--- config.mk ---
export PLATFORM = sky130hd
export DESIGN_NAME = vga_capture
export DESIGN_NICKNAME = d
export VERILOG_FILES = /design/src/rtl/vga_pkg.sv /design/src/rtl/vga_sync_edge.sv /design/src/rtl/vga_capture.sv
export SDC_FILE = /design/constraint.sdc
export NUM_CORES = 1
export LEC_CHECK = 0
export BUFFER_PORTS_ARGS = -buffer_cell sky130_fd_sc_hd__clkbuf_2
export CORE_UTILIZATION = 55
export CTS_BUF_LIST = sky130_fd_sc_hd__clkbuf_8
export DETAILED_ROUTE_END_ITERATION = 12
export HOLD_SLACK_MARGIN = 0.02
export PLACE_DENSITY = 0.77
export SLEW_MARGIN = 10
export SYNTH_ARGS = -nofsm -noshare
export SYNTH_HDL_FRONTEND = slang
export SYNTH_HIERARCHICAL = 1
export SYNTH_SLANG_ARGS = --single-unit
--- constraint.sdc ---
create_clock -name clk -period 7.55 [get_ports clk]
set_input_delay 1.51 -clock clk [delete_from_list [all_inputs] [get_ports clk]]
set_output_delay 1.51 -clock clk [all_outputs]
set_load 0.05 [all_outputs]
--- src/rtl/vga_pkg.sv ---
// vga_pkg: shared VGA 640x480 timing, derived totals/offsets and capture FSM encoding
package vga_pkg;
  localparam int unsigned H_ACTIVE = 640;
  localparam int unsigned H_SYNC   = 96;
  localparam int unsigned H_BP     = 48;
  localparam int unsigned H_FP     = 16;
  localparam int unsigned H_TOTAL  = H_SYNC + H_BP + H_ACTIVE + H_FP;
  localparam int unsigned H_START  = H_SYNC + H_BP;
  localparam int unsigned V_ACTIVE = 480;
  localparam int unsigned V_SYNC   = 2;
  localparam int unsigned V_BP     = 33;
  localparam int unsigned V_FP     = 10;
  localparam int unsigned V_TOTAL  = V_SYNC + V_BP + V_ACTIVE + V_FP;
  localparam int unsigned V_START  = V_SYNC + V_BP;
  localparam int CNT_W = 12;
  typedef logic [CNT_W-1:0] cnt_t;
  typedef struct packed {
    int unsigned h_active;
    int unsigned h_sync;
    int unsigned h_bp;
    int unsigned h_fp;
    int unsigned v_active;
    int unsigned v_sync;
    int unsigned v_bp;
    int unsigned v_fp;
  } vga_timing_t;
  localparam vga_timing_t VGA_640X480 = '{
    h_active: H_ACTIVE, h_sync: H_SYNC, h_bp: H_BP, h_fp: H_FP,
    v_active: V_ACTIVE, v_sync: V_SYNC, v_bp: V_BP, v_fp: V_FP
  };
  typedef enum logic [1:0] {
    ST_IDLE   = 2'd0,
    ST_TRAIN  = 2'd1,
    ST_LOCKED = 2'd2
  } state_t;
  function automatic int unsigned h_total(input vga_timing_t t);
    return t.h_sync + t.h_bp + t.h_active + t.h_fp;
  endfunction
  function automatic int unsigned v_total(input vga_timing_t t);
    return t.v_sync + t.v_bp + t.v_active + t.v_fp;
  endfunction
  function automatic int unsigned h_start(input vga_timing_t t);
    return t.h_sync + t.h_bp;
  endfunction
  function automatic int unsigned v_start(input vga_timing_t t);
    return t.v_sync + t.v_bp;
  endfunction
endpackage

--- src/rtl/vga_sync_edge.sv ---
// vga_sync_edge: remembers an active-low sync level across strobes and flags its falling edge
module vga_sync_edge (
  input  logic clk,
  input  logic rst,
  input  logic smp,
  input  logic s_in,
  output logic fall
);
  logic prev_q, prev_d;
  always_comb begin
    prev_d = smp ? s_in : prev_q;
  end
  always_ff @(posedge clk) begin
    if (rst) prev_q <= 1'b1;
    else prev_q <= prev_d;
  end
  assign fall = smp && prev_q && !s_in;
endmodule

--- src/rtl/vga_capture.sv ---
// vga_capture: locks onto VGA HS/VS timing and emits registered active pixels with row/col
module vga_capture
  import vga_pkg::*;
#(
  parameter vga_timing_t T = VGA_640X480
) (
  input  logic        clk,
  input  logic        rst,
  input  logic        pix_en,
  input  logic        HS,
  input  logic        VS,
  input  logic [3:0]  R,
  input  logic [3:0]  G,
  input  logic [3:0]  B,
  output logic        pix_valid,
  output logic [11:0] pix_data,
  output logic [8:0]  row,
  output logic [9:0]  col,
  output logic        frame_start,
  output logic        frame_done,
  output logic        locked,
  output logic        sync_err
);
  localparam cnt_t H_LAST = cnt_t'(h_total(T) - 1);
  localparam cnt_t H_OVR  = cnt_t'(h_total(T));
  localparam cnt_t V_LAST = cnt_t'(v_total(T) - 1);
  localparam cnt_t V_OVR  = cnt_t'(v_total(T));
  localparam cnt_t X0 = cnt_t'(h_start(T));
  localparam cnt_t X1 = cnt_t'(h_start(T) + T.h_active - 1);
  localparam cnt_t Y0 = cnt_t'(v_start(T));
  localparam cnt_t Y1 = cnt_t'(v_start(T) + T.v_active - 1);
  state_t      state_q, state_d;
  cnt_t        hcnt_q, hcnt_d, vcnt_q, vcnt_d;
  logic        pix_valid_q, pix_valid_d;
  logic [11:0] pix_data_q, pix_data_d;
  logic [8:0]  row_q, row_d;
  logic [9:0]  col_q, col_d;
  logic        frame_start_q, frame_start_d;
  logic        frame_done_q, frame_done_d;
  logic        sync_err_q, sync_err_d;
  logic        hs_fall, vs_fall, line_err, frame_err, err, act;
  vga_sync_edge u_hs (.clk(clk), .rst(rst), .smp(pix_en),  .s_in(HS), .fall(hs_fall));
  // VS history is only updated at HS falls, so a VS fall is a line-level event
  vga_sync_edge u_vs (.clk(clk), .rst(rst), .smp(hs_fall), .s_in(VS), .fall(vs_fall));
  always_comb begin
    line_err = hs_fall ? hcnt_q != H_LAST : pix_en && hcnt_q == H_LAST;
    frame_err = hs_fall && (vs_fall ? vcnt_q != V_LAST : vcnt_q == V_LAST);
    err = line_err || frame_err;
    // counters park at their overrun value so an overrun is reported once, never wrapped
    hcnt_d = !pix_en ? hcnt_q : hs_fall ? '0 : hcnt_q == H_OVR ? hcnt_q : hcnt_q + 1'b1;
    vcnt_d = !hs_fall ? vcnt_q : vs_fall ? '0 : vcnt_q == V_OVR ? vcnt_q : vcnt_q + 1'b1;
    state_d = state_q == ST_IDLE ? (vs_fall ? ST_TRAIN : ST_IDLE) :
              err ? ST_IDLE : vs_fall ? ST_LOCKED : state_q;
    act = pix_en && state_q == ST_LOCKED && hcnt_d >= X0 && hcnt_d <= X1 &&
          vcnt_d >= Y0 && vcnt_d <= Y1;
    pix_valid_d = act;
    pix_data_d = act ? {R, G, B} : pix_data_q;
    col_d = act ? 10'(hcnt_d - X0) : col_q;
    row_d = act ? 9'(vcnt_d - Y0) : row_q;
    frame_start_d = act && hcnt_d == X0 && vcnt_d == Y0;
    frame_done_d = act && hcnt_d == X1 && vcnt_d == Y1;
    sync_err_d = err && state_q != ST_IDLE;
  end
  always_ff @(posedge clk) begin
    if (rst) begin
      state_q       <= ST_IDLE;
      hcnt_q        <= '0;
      vcnt_q        <= '0;
      pix_valid_q   <= 1'b0;
      pix_data_q    <= '0;
      row_q         <= '0;
      col_q         <= '0;
      frame_start_q <= 1'b0;
      frame_done_q  <= 1'b0;
      sync_err_q    <= 1'b0;
    end else begin
      state_q       <= state_d;
      hcnt_q        <= hcnt_d;
      vcnt_q        <= vcnt_d;
      pix_valid_q   <= pix_valid_d;
      pix_data_q    <= pix_data_d;
      row_q         <= row_d;
      col_q         <= col_d;
      frame_start_q <= frame_start_d;
      frame_done_q  <= frame_done_d;
      sync_err_q    <= sync_err_d;
    end
  end
  assign pix_valid   = pix_valid_q;
  assign pix_data    = pix_data_q;
  assign row         = row_q;
  assign col         = col_q;
  assign frame_start = frame_start_q;
  assign frame_done  = frame_done_q;
  assign sync_err    = sync_err_q;
  assign locked      = state_q == ST_LOCKED;
endmodule

==> results.cfg, run 1 <==
[timing]
rsz0062_at_grt = false
drv_slew = 0
period_needed_ps = 5654
setup_violations = 0
hold_viol_final = 0
post-route-period-util_pct = 74.89
worstMarginPinSlew_ps = 1143
fin_setup_tns_ps = 0
clock-skew-final_ps = 8.442
relSlewSlack_pct = 23.32
hold_ws_ps = 458.5
fmax_mhz = 176.9

[synthesis]
synth_compound_area_share_pct = 17.92
syn_area_per_cell_sq_um = 8.479
ys_ff_latch = 63
synth_cell_types = 74
syn_nets = 469
synth_ff_type = dfxtp_1
synth_edf_count = 0
syn-instance-count = 443
synthMuxAreaShare_pct = 9.260
synth-simple-area-share_pct = 29.21
synth_seq_area_share_pct = 33.58
synthArstFlopShare_pct = 0
synth_top_family_by_area = simple AND/OR/NAND/NOR gates
synthAdderAreaFrac_pct = 2.998
synth_warnings = 6
synth_area_sq_um = 3756
synth-xor-area-share_pct = 2.332

[detailed_routing]
routed_wl_um = 9540
ant_nets = 0
dr.pass1.iters = 7
viasPerCell = 6.379
drcViolationCount = 0
wire_per_inst_um = 16.91
dr.first_iter.drc_count = 286
vias = 3598

[floorplan]
initial_core_util_pct = 58.16
io_pins = 53
die_area_sq_um = 7164
fp-row-count = 29
die_h_um = 84.64
core_sq_um = 6459
die_width_um = 84.64

[critical_path]
criticalPathCategory = in2reg
r2r_start = u_hs/prev_q$_SDFFE_PP1P_
worstSetupEndpointType = flop
arrival_ps = 5890
crit_required_ps = 7780
worstSetupStartpoint = pix_en
critical_path.max_fanout = 32
worstSetupStartpointType = input port

[placed_design]
hpwl_um = 6695
io_buffers = 52
gp_congestion = 0.9651

[clock_network]
clk_latency_ps = 350
clockBufferDepth = 2
cts_tree = yes
htreeDepth = 3
cts_resized = 0
clkSinkCount = 63
numCtsBuffers = 9
clk_pin_slew_ps = 80
cts_setup_buffers = 0
holdBufCountCts = 0
cts_root_buffer = clkbuf_8

[min_path]
hp-start = pix_data[4]$_SDFFE_PP0P_
hp-class = reg2reg

[global_routing]
antenna_found_initial = 0
overflow = 0
grt_pass1_vias = 3154
grt_max_degree = 46
grt_pass1_wl_um = 15400
grt.total_usage_pct = 27.35

[cells_and_area]
fin_util_pct = 64.70
mostFrequentLayoutCells = dfxtp_1, nand2_1, clkbuf_2, nor2_1, mux2i_1
n_fill_cell = 536
final_common_cell = dfxtp_1
nNetsFinal = 508
n_antenna_cell = 0
layout-area-overhead-vs-synth_pct = 11.26
drive_above_1_share_pct = 18.89

[status]
status = finished clean

[pwr]
p_per_area_nw_per_um2 = 157.7
ir_drop_uv = 123.5
p_leak_nw = 1.726

[run]
drv_cap = 0
==> power breakdown <==
group	switching, W	internal (W)	total (W)
logic	0.0000322	0.0000146	0.0000468
registers	0.00000336	0.000334	0.000338
clock network	0.000145	0.000130	0.000275
total	0.000181	0.000479	0.000659
==> state kept, by name, indices dropped and copies added (netlist names) <==
signal,flops
hcnt_q,12
pix_data,12
vcnt_q,12
col,10
row,9
state_q,2
frame_done,1
frame_start,1
pix_valid,1
sync_err,1
u_hs/prev_q,1
u_vs/prev_q,1
==> Yosys cell counts (all sizes together), types with 3 or more instances <==
master / instances / area share, %
o21ai: 19 / 2.5
or3b: 3 / 0.70
nand2b: 5 / 0.83
inv: 15 / 1.5
and4: 3 / 0.70
nor2b: 20 / 3.3
or4: 4 / 0.90
and3: 9 / 1.5
a21oi: 17 / 2.3
mux2: 11 / 3.4
and2: 8 / 1.3
nand4: 8 / 1.5
a211oi: 3 / 0.73
nor4: 10 / 2.6
a31oi: 7 / 1.2
xnor2: 9 / 2.1
dfxtp: 63 / 34
nand3: 11 / 1.5
clkbuf: 16 / 1.6
nand2: 60 / 6.0
nor2: 33 / 3.4
mux2i: 22 / 5.9
ha: 9 / 3.0
or3: 4 / 0.67
a211o: 5 / 1.2
o311a: 3 / 0.80
buf: 8 / 1.5
nor3: 13 / 1.7
==> logic make-up (layout without fill, tap and decap cells) <==
logic type      after synthesis  after routing
xor+xnor                     10             10
mux                          33             33
compound gates               88             88
flops                        63             63
simple gates                200            200
buf+inv                      40             84
fa+ha+maj                     9              9
==> worst paths after layout <==
kind	end	slack (ps)	depth (start not counted)
worst max-delay path	col[9]$_SDFFE_PP0P_	1900	13
worst min-delay path	pix_data[4]$_SDFFE_PP0P_	460	2
worst max register to register	col[9]$_SDFFE_PP0P_	3050	12
worst min register to register	pix_data[4]$_SDFFE_PP0P_	460	2
==> worst max-delay path, cell delays in order <==
cell	delay, ps
clkbuf_2	260
and3b_2	650
and3b_2	440
inv_1	160
a41o_1	240
a21oi_1	340
inv_1	90
ha_1	260
inv_1	90
a32oi_1	150
o21ai_0	450
a221o_1	830
mux2_1	390
==> metal layers <==
layer	GRT usage, %	up-vias	wire length (um)
met5	0	-	0
met4	11.71	0	231
met3	6.195	24	809
met2	41.98	211	4318
met1	37.00	1668	4181
li1	-	1695	-
==> stage by stage <==
stage | area (sq um) | instances | worst slack, ps | total power [W]
after CTS | 4179 | 564 | 2057 | 0.0006639
after floorplan | 3756 | 443 | 2737 | 0.0003773
after global placement | 3996 | 548 | 1831 | 0.0003903
after detailed placement | 3996 | 548 | 1704 | 0.0003912
after global routing | 4179 | 564 | 1670 | 0.0006849
final | 4179 | 564 | 1896 | 0.0006591
==> cell type report <==
class | count | area, sq um | area share, %
multi-input cells | 340 | 2318 | 55.48
flip-flops and latches | 63 | 1261 | 30.18
repair buffers | 52 | 260.3 | 6.228
clock buffers | 10 | 137.6 | 3.293
well taps | 77 | 96.34 | 2.305
inverters | 16 | 60.06 | 1.437
clock inverters | 6 | 45.04 | 1.078
Note: power is estimated with default switching activity, not from simulation.
==> run 2: changes to the inputs <==
--- a/config.mk
+++ b/config.mk
@@ -6,11 +6,11 @@
 export NUM_CORES = 1
 export LEC_CHECK = 0
 export BUFFER_PORTS_ARGS = -buffer_cell sky130_fd_sc_hd__clkbuf_2
-export CORE_UTILIZATION = 55
+export CORE_UTILIZATION = 54
 export CTS_BUF_LIST = sky130_fd_sc_hd__clkbuf_8
 export DETAILED_ROUTE_END_ITERATION = 12
 export HOLD_SLACK_MARGIN = 0.02
-export PLACE_DENSITY = 0.77
+export PLACE_DENSITY = 0.79
 export SLEW_MARGIN = 10
 export SYNTH_ARGS = -nofsm -noshare
 export SYNTH_HDL_FRONTEND = slang
==> constraint.sdc (replaced) <==
create_clock -name clk -period 5 [get_ports clk]
set_input_delay 1 -clock clk [delete_from_list [all_inputs] [get_ports clk]]
set_output_delay 1 -clock clk [all_outputs]
set_load 0.05 [all_outputs]
==> run 2 against run 1 <==
  * Final cell count up 2.7%
  * Clock skew down 1.0 ps
  * Sequential cell count unchanged
  * Register-to-register slack got worse by 2400 ps
  * Wire length fell by 0.37%
  * Critical path depth fell by 4
  * Total power rose by 62%
  * Non-clock buffer count increased by 12
  * Worst setup slack worse by 1300 ps
  * Combinational power up 58%
  * Count of clock-buffer cells in the layout decreased by 1
  * Critical path type is now reg2reg
  * Largest power group unchanged
==> results.cfg, run 2 (synthesis gave the netlist of run 1 again) <==
[critical_path]
cp_cell_sequence = or4_4 > nor4_4 > o41a_1 > ha_1 > or4b_2 > nor3_1 > o2111ai_1 > a221o_1 > nor3_1
slowest_stage = or4b_2
crit_required_ps = 5200
worstSetupEndpointType = flop
critical_path.max_fanout = 13
crit_path_frequent_cell = nor3_1
arrival_ps = 4550
criticalPathCategory = reg2reg
max_stage_delay_ps = 620
worstSetupStartpointType = flop

[min_path]
hp-class = reg2reg

[floorplan]
io_pins = 53
core_sq_um = 6756
initial_core_util_pct = 55.59
die_h_um = 85.40
die_area_sq_um = 7293
fp-row-count = 30
die_width_um = 85.40

[pwr]
p_per_area_nw_per_um2 = 247.6
p_leak_nw = 1.797
ir_drop_uv = 193.7

[cells_and_area]
n_fill_cell = 575
nNetsFinal = 520
multi_input_area_sq_um = 2318
mostFrequentLayoutCells = dfxtp_1, nand2_1, clkbuf_2, nor2_1, mux2i_1
layout-area-overhead-vs-synth_pct = 14.56
seqCellArea_sq_um = 1261
final_common_cell = dfxtp_1
drive_above_1_share_pct = 20.68

[timing]
clock-skew-final_ps = 7.431
hold_ws_ps = 458.9
fmax_mhz = 229.6
rsz0062_at_grt = false
post-route-period-util_pct = 87.11
fin_setup_tns_ps = 0
period_needed_ps = 4356
setup_violations = 0
drv_slew = 0
worstMarginPinSlew_ps = 923.9
relSlewSlack_pct = 38.41
hold_viol_final = 0

[detailed_routing]
dr.first_iter.drc_count = 258
wl_met3_um = 766
routed_wl_um = 9505
dr.pass1.iters = 5
wire_per_inst_um = 16.42
drcViolationCount = 0
ant_nets = 0
met1_length_um = 4380
viasPerCell = 6.136
top_layer_used = met4
vias = 3553
dr_wl_met2_um = 4152

[clock_network]
clk_pin_slew_ps = 70
clkSinkCount = 63
cts_tree = yes
numCtsBuffers = 9
cts_setup_buffers = 0
htreeDepth = 3
clockBufferDepth = 2
cts_resized = 0
cts_root_buffer = clkbuf_8
clk_latency_ps = 340
holdBufCountCts = 0

[global_routing]
grt_pass1_wl_um = 15900
grt_pass1_vias = 3382
grt_max_degree = 46
antenna_found_initial = 1
overflow = 0
grt.total_usage_pct = 27.54

[placed_design]
hpwl_um = 6917
gp_congestion = 0.9593
io_buffers = 52

[run]
drv_cap = 0

[status]
status = finished clean
==> run 2: changes by cell type in the layout (fill, tap and decap cells not counted), sizes merged <==
cell,before,now
buf,0,12
clkbuf,62,61
inv,16,15
diode,0,1
clkinvlp,2,1
bufinv,0,2
==> run 2: final timing paths <==
check | startpoint | end | slack (ps) | cells after the start
setup reg to reg | hcnt_q[6]$_SDFF_PP0_ | frame_done$_SDFF_PP0_ | 640 | 9
hold reg to reg | col[4]$_SDFFE_PP0P_ | col[4]$_SDFFE_PP0P_ | 460 | 2
setup / recovery | hcnt_q[6]$_SDFF_PP0_ | frame_done$_SDFF_PP0_ | 640 | 9
hold / removal | col[4]$_SDFFE_PP0P_ | col[4]$_SDFFE_PP0P_ | 460 | 2
==> run 2: worst max-delay path: cells and delay by family, from the launching register on <==
family / cells / cell delay [ps]
compound gates: 3 / 1170
fa+ha+maj: 1 / 210
flops: 1 / 390
simple gates: 5 / 2420
==> run 2: cell type report <==
type	instances	share of cell area, %
diodes	1	0.05816
inverters	16	1.396
flip-flops and latches	63	29.31
multi-input cells	340	53.88
clock buffers	9	2.879
well taps	80	2.326
repair buffers	64	8.142
clock inverters	6	2.006
==> run 2: per-stage QoR <==
step	power (W)	instances	area, sq um	worst slack, ps	utilization (%)
2_1_floorplan	0.0005697	443	3756	697.0	-
3_3_place_gp	0.0005936	563	4090	608.4	60.54
6_report	0.001065	579	4303	644.4	63.69
3_5_place_dp	0.0005945	563	4090	507.2	60.54
5_1_grt	0.001106	578	4300	501.7	63.65
4_1_cts	0.001073	578	4300	751.5	63.65
==> run 2: power by group <==
group / leakage, nW / switching, W / internal (W)
logic: 1.18 / 0.0000481 / 0.0000257
clock network: 0.105 / 0.000204 / 0.000277
registers: 0.508 / 0.00000538 / 0.000505
==> run 2: per-layer routing <==
metal	GRT usage [%]	up-vias
li1	-	1717
met1	37.46	1670
met2	41.45	149
met3	6.128	17
met4	12.88	0
met5	0	-
==> run 3: changes to the inputs <==
--- a/config.mk
+++ b/config.mk
@@ -6,11 +6,11 @@
 export NUM_CORES = 1
 export LEC_CHECK = 0
 export BUFFER_PORTS_ARGS = -buffer_cell sky130_fd_sc_hd__clkbuf_2
-export CORE_UTILIZATION = 54
-export CTS_BUF_LIST = sky130_fd_sc_hd__clkbuf_8
+export CORE_MARGIN = 1
+export CORE_UTILIZATION = 52
 export DETAILED_ROUTE_END_ITERATION = 12
 export HOLD_SLACK_MARGIN = 0.02
-export PLACE_DENSITY = 0.79
+export PLACE_DENSITY = 0.76
 export SLEW_MARGIN = 10
 export SYNTH_ARGS = -nofsm -noshare
 export SYNTH_HDL_FRONTEND = slang
==> run 3 against run 2 <==
  * Worst setup slack better by 4.1 ps
  * Fmax about the same
  * Final cell count increased by 2.8%
  * Count of clock-buffer cells in the layout up 2
  * Wire length grew 0.33%
==> results.cfg, run 3 (synthesis gave the netlist of run 1 again) <==
[pwr]
ir_drop_uv = 191.9
sw_frac_of_total_pct = 23.82
p_per_area_nw_per_um2 = 249.9
switchingPower_w = 0.0002579
p_int_w = 0.0008247
p_seq_share_pct = 47.1
p_leak_nw = 1.803
pwr-share-comb_pct = 6.7
clkPwrFrac_pct = 46.1

[detailed_routing]
wire_per_inst_um = 16.03
vias = 3544
routed_wl_um = 9536
drcViolationCount = 0
dr.pass1.iters = 5
ant_nets = 0
viasPerCell = 5.956
dr.first_iter.drc_count = 282

[critical_path]
worstSetupStartpointType = input port
r2r_start = hcnt_q[6]$_SDFF_PP0_
crit_required_ps = 5260
worst_r2r_path_depth = 10
reg2reg_setup_slack_ps = 760
worstSetupEndpointType = flop
critical_path.max_fanout = 12
criticalPathCategory = in2reg
r2r-end = col[6]$_SDFFE_PP0P_
arrival_ps = 4610

[timing]
post-route-period-util_pct = 87.03
clock-skew-final_ps = 10.49
fmax_mhz = 229.8
setup_violations = 0
rsz0062_at_grt = false
period_needed_ps = 4351
fin_setup_tns_ps = 0
setup_slack_ps = 648.5
hold_viol_final = 0
relSlewSlack_pct = 35.99
drv_slew = 0
worstMarginPinSlew_ps = 960.2

[floorplan]
die_area_sq_um = 7567
die_h_um = 86.99
die_width_um = 86.99
io_pins = 53
core_sq_um = 6869
fp-row-count = 30
initial_core_util_pct = 54.68

[global_routing]
grt.total_usage_pct = 26.65
grt_pass1_vias = 3309
grt_max_degree = 46
grt_pass1_wl_um = 15740
antenna_found_initial = 0
overflow = 0

[min_path]
hp-class = reg2reg
min_path_cells = 2
hp-start = pix_data[3]$_SDFFE_PP0P_
hold_path_end = pix_data[3]$_SDFFE_PP0P_

[clock_network]
cts_resized = 0
cts_tree = yes
holdBufCountCts = 0
clockBufferDepth = 2
clk_pin_slew_ps = 70
clk_latency_ps = 340
clkSinkCount = 63
cts_setup_buffers = 0
htreeDepth = 3
numCtsBuffers = 9
cts_root_buffer = clkbuf_8

[placed_design]
hpwl_um = 6928
pre_cts_slack_ps = 355.9
gp_congestion = 0.9291
io_buffers = 52

[cells_and_area]
final_common_cell = dfxtp_1
n_antenna_cell = 0
drive_above_1_share_pct = 20.64
layout-area-overhead-vs-synth_pct = 15.36
mostFrequentLayoutCells = dfxtp_1, nand2_1, clkbuf_2, nor2_1, mux2i_1
nNetsFinal = 520

[status]
status = finished clean

[run]
drv_cap = 0
-- run 3: changes by cell type in the layout (fill, tap and decap cells not counted) --
cell      change
clkinv_2      -1
diode_2       -1
clkbuf_8      +1
clkbuf_1      +1
-- run 3: layout make-up --
cell class / count / area [sq um]
tap: 96 / 120.1
sequential: 63 / 1261
clock buffer: 11 / 141.4
inverter: 16 / 60.06
fill: 594 / 2536
multi-input combinational: 340 / 2318
clock inverter: 5 / 81.33
timing repair buffer: 64 / 350.3
-- run 3: critical path, cell delays in order --
cell and delay, ps:
clkbuf_2 90, and3b_2 370, and3b_2 360, inv_1 160, a41o_1 240, a21oi_1 300, inv_1 80, ha_1 250
inv_1 80, a32oi_1 150, o21ai_0 420, a221o_1 610, buf_4 280, mux2i_1 210
-- run 3: per-layer routing --
| metal | global-route usage [%] | vias to the layer above | wire (um) |
|---|---|---|---|
| li1 | - | 1717 | - |
| met1 | 36.36 | 1632 | 4275 |
| met2 | 41.52 | 179 | 4289 |
| met3 | 7.299 | 16 | 859 |
| met4 | 6.818 | 0 | 112 |
| met5 | 0 | - | 0 |
-- run 3: how the worst max path moves through the flow --
| stage | startpoint | to | slack [ps] | cells after the start |
|---|---|---|---|---|
| 4_1_cts | HS | col[6]$_SDFFE_PP0P_ | 680 | 14 |
| 3_3_place_gp | HS | col[6]$_SDFFE_PP0P_ | 500 | 14 |
| 3_5_place_dp | HS | col[6]$_SDFFE_PP0P_ | 360 | 14 |
| 6_report | HS | col[6]$_SDFFE_PP0P_ | 650 | 14 |
| 5_1_grt | HS | row[8]$_SDFFE_PP0P_ | 370 | 14 |
| 2_1_floorplan | HS | col[2]$_SDFFE_PP0P_ | 700 | 14 |
-- run 3: through the flow --
step | cell area (sq um) | power (W) | cells | util, % | hold slack [ps]
after floorplan | 3756 | 0.0005697 | 443 | - | 474.4
after detailed placement | 4110 | 0.0005934 | 579 | 59.84 | 445.8
final | 4333 | 0.001083 | 595 | 63.08 | 459.5
after global routing | 4333 | 0.001122 | 595 | 63.08 | 483.1
after global placement | 4110 | 0.0005924 | 579 | 59.84 | 442.3
after CTS | 4333 | 0.001089 | 595 | 63.08 | 461.7
-- run 3: power groups by stage --
stage | Sequential (W) | Clock (W) | Combinational, W
2_1_floorplan | 0.000519 | 0 | 0.0000504
3_3_place_gp | 0.000521 | 0 | 0.0000709
3_5_place_dp | 0.000522 | 0 | 0.0000717
4_1_cts | 0.000510 | 0.000507 | 0.0000723
5_1_grt | 0.000511 | 0.000530 | 0.0000809
6_report | 0.000510 | 0.000499 | 0.0000730
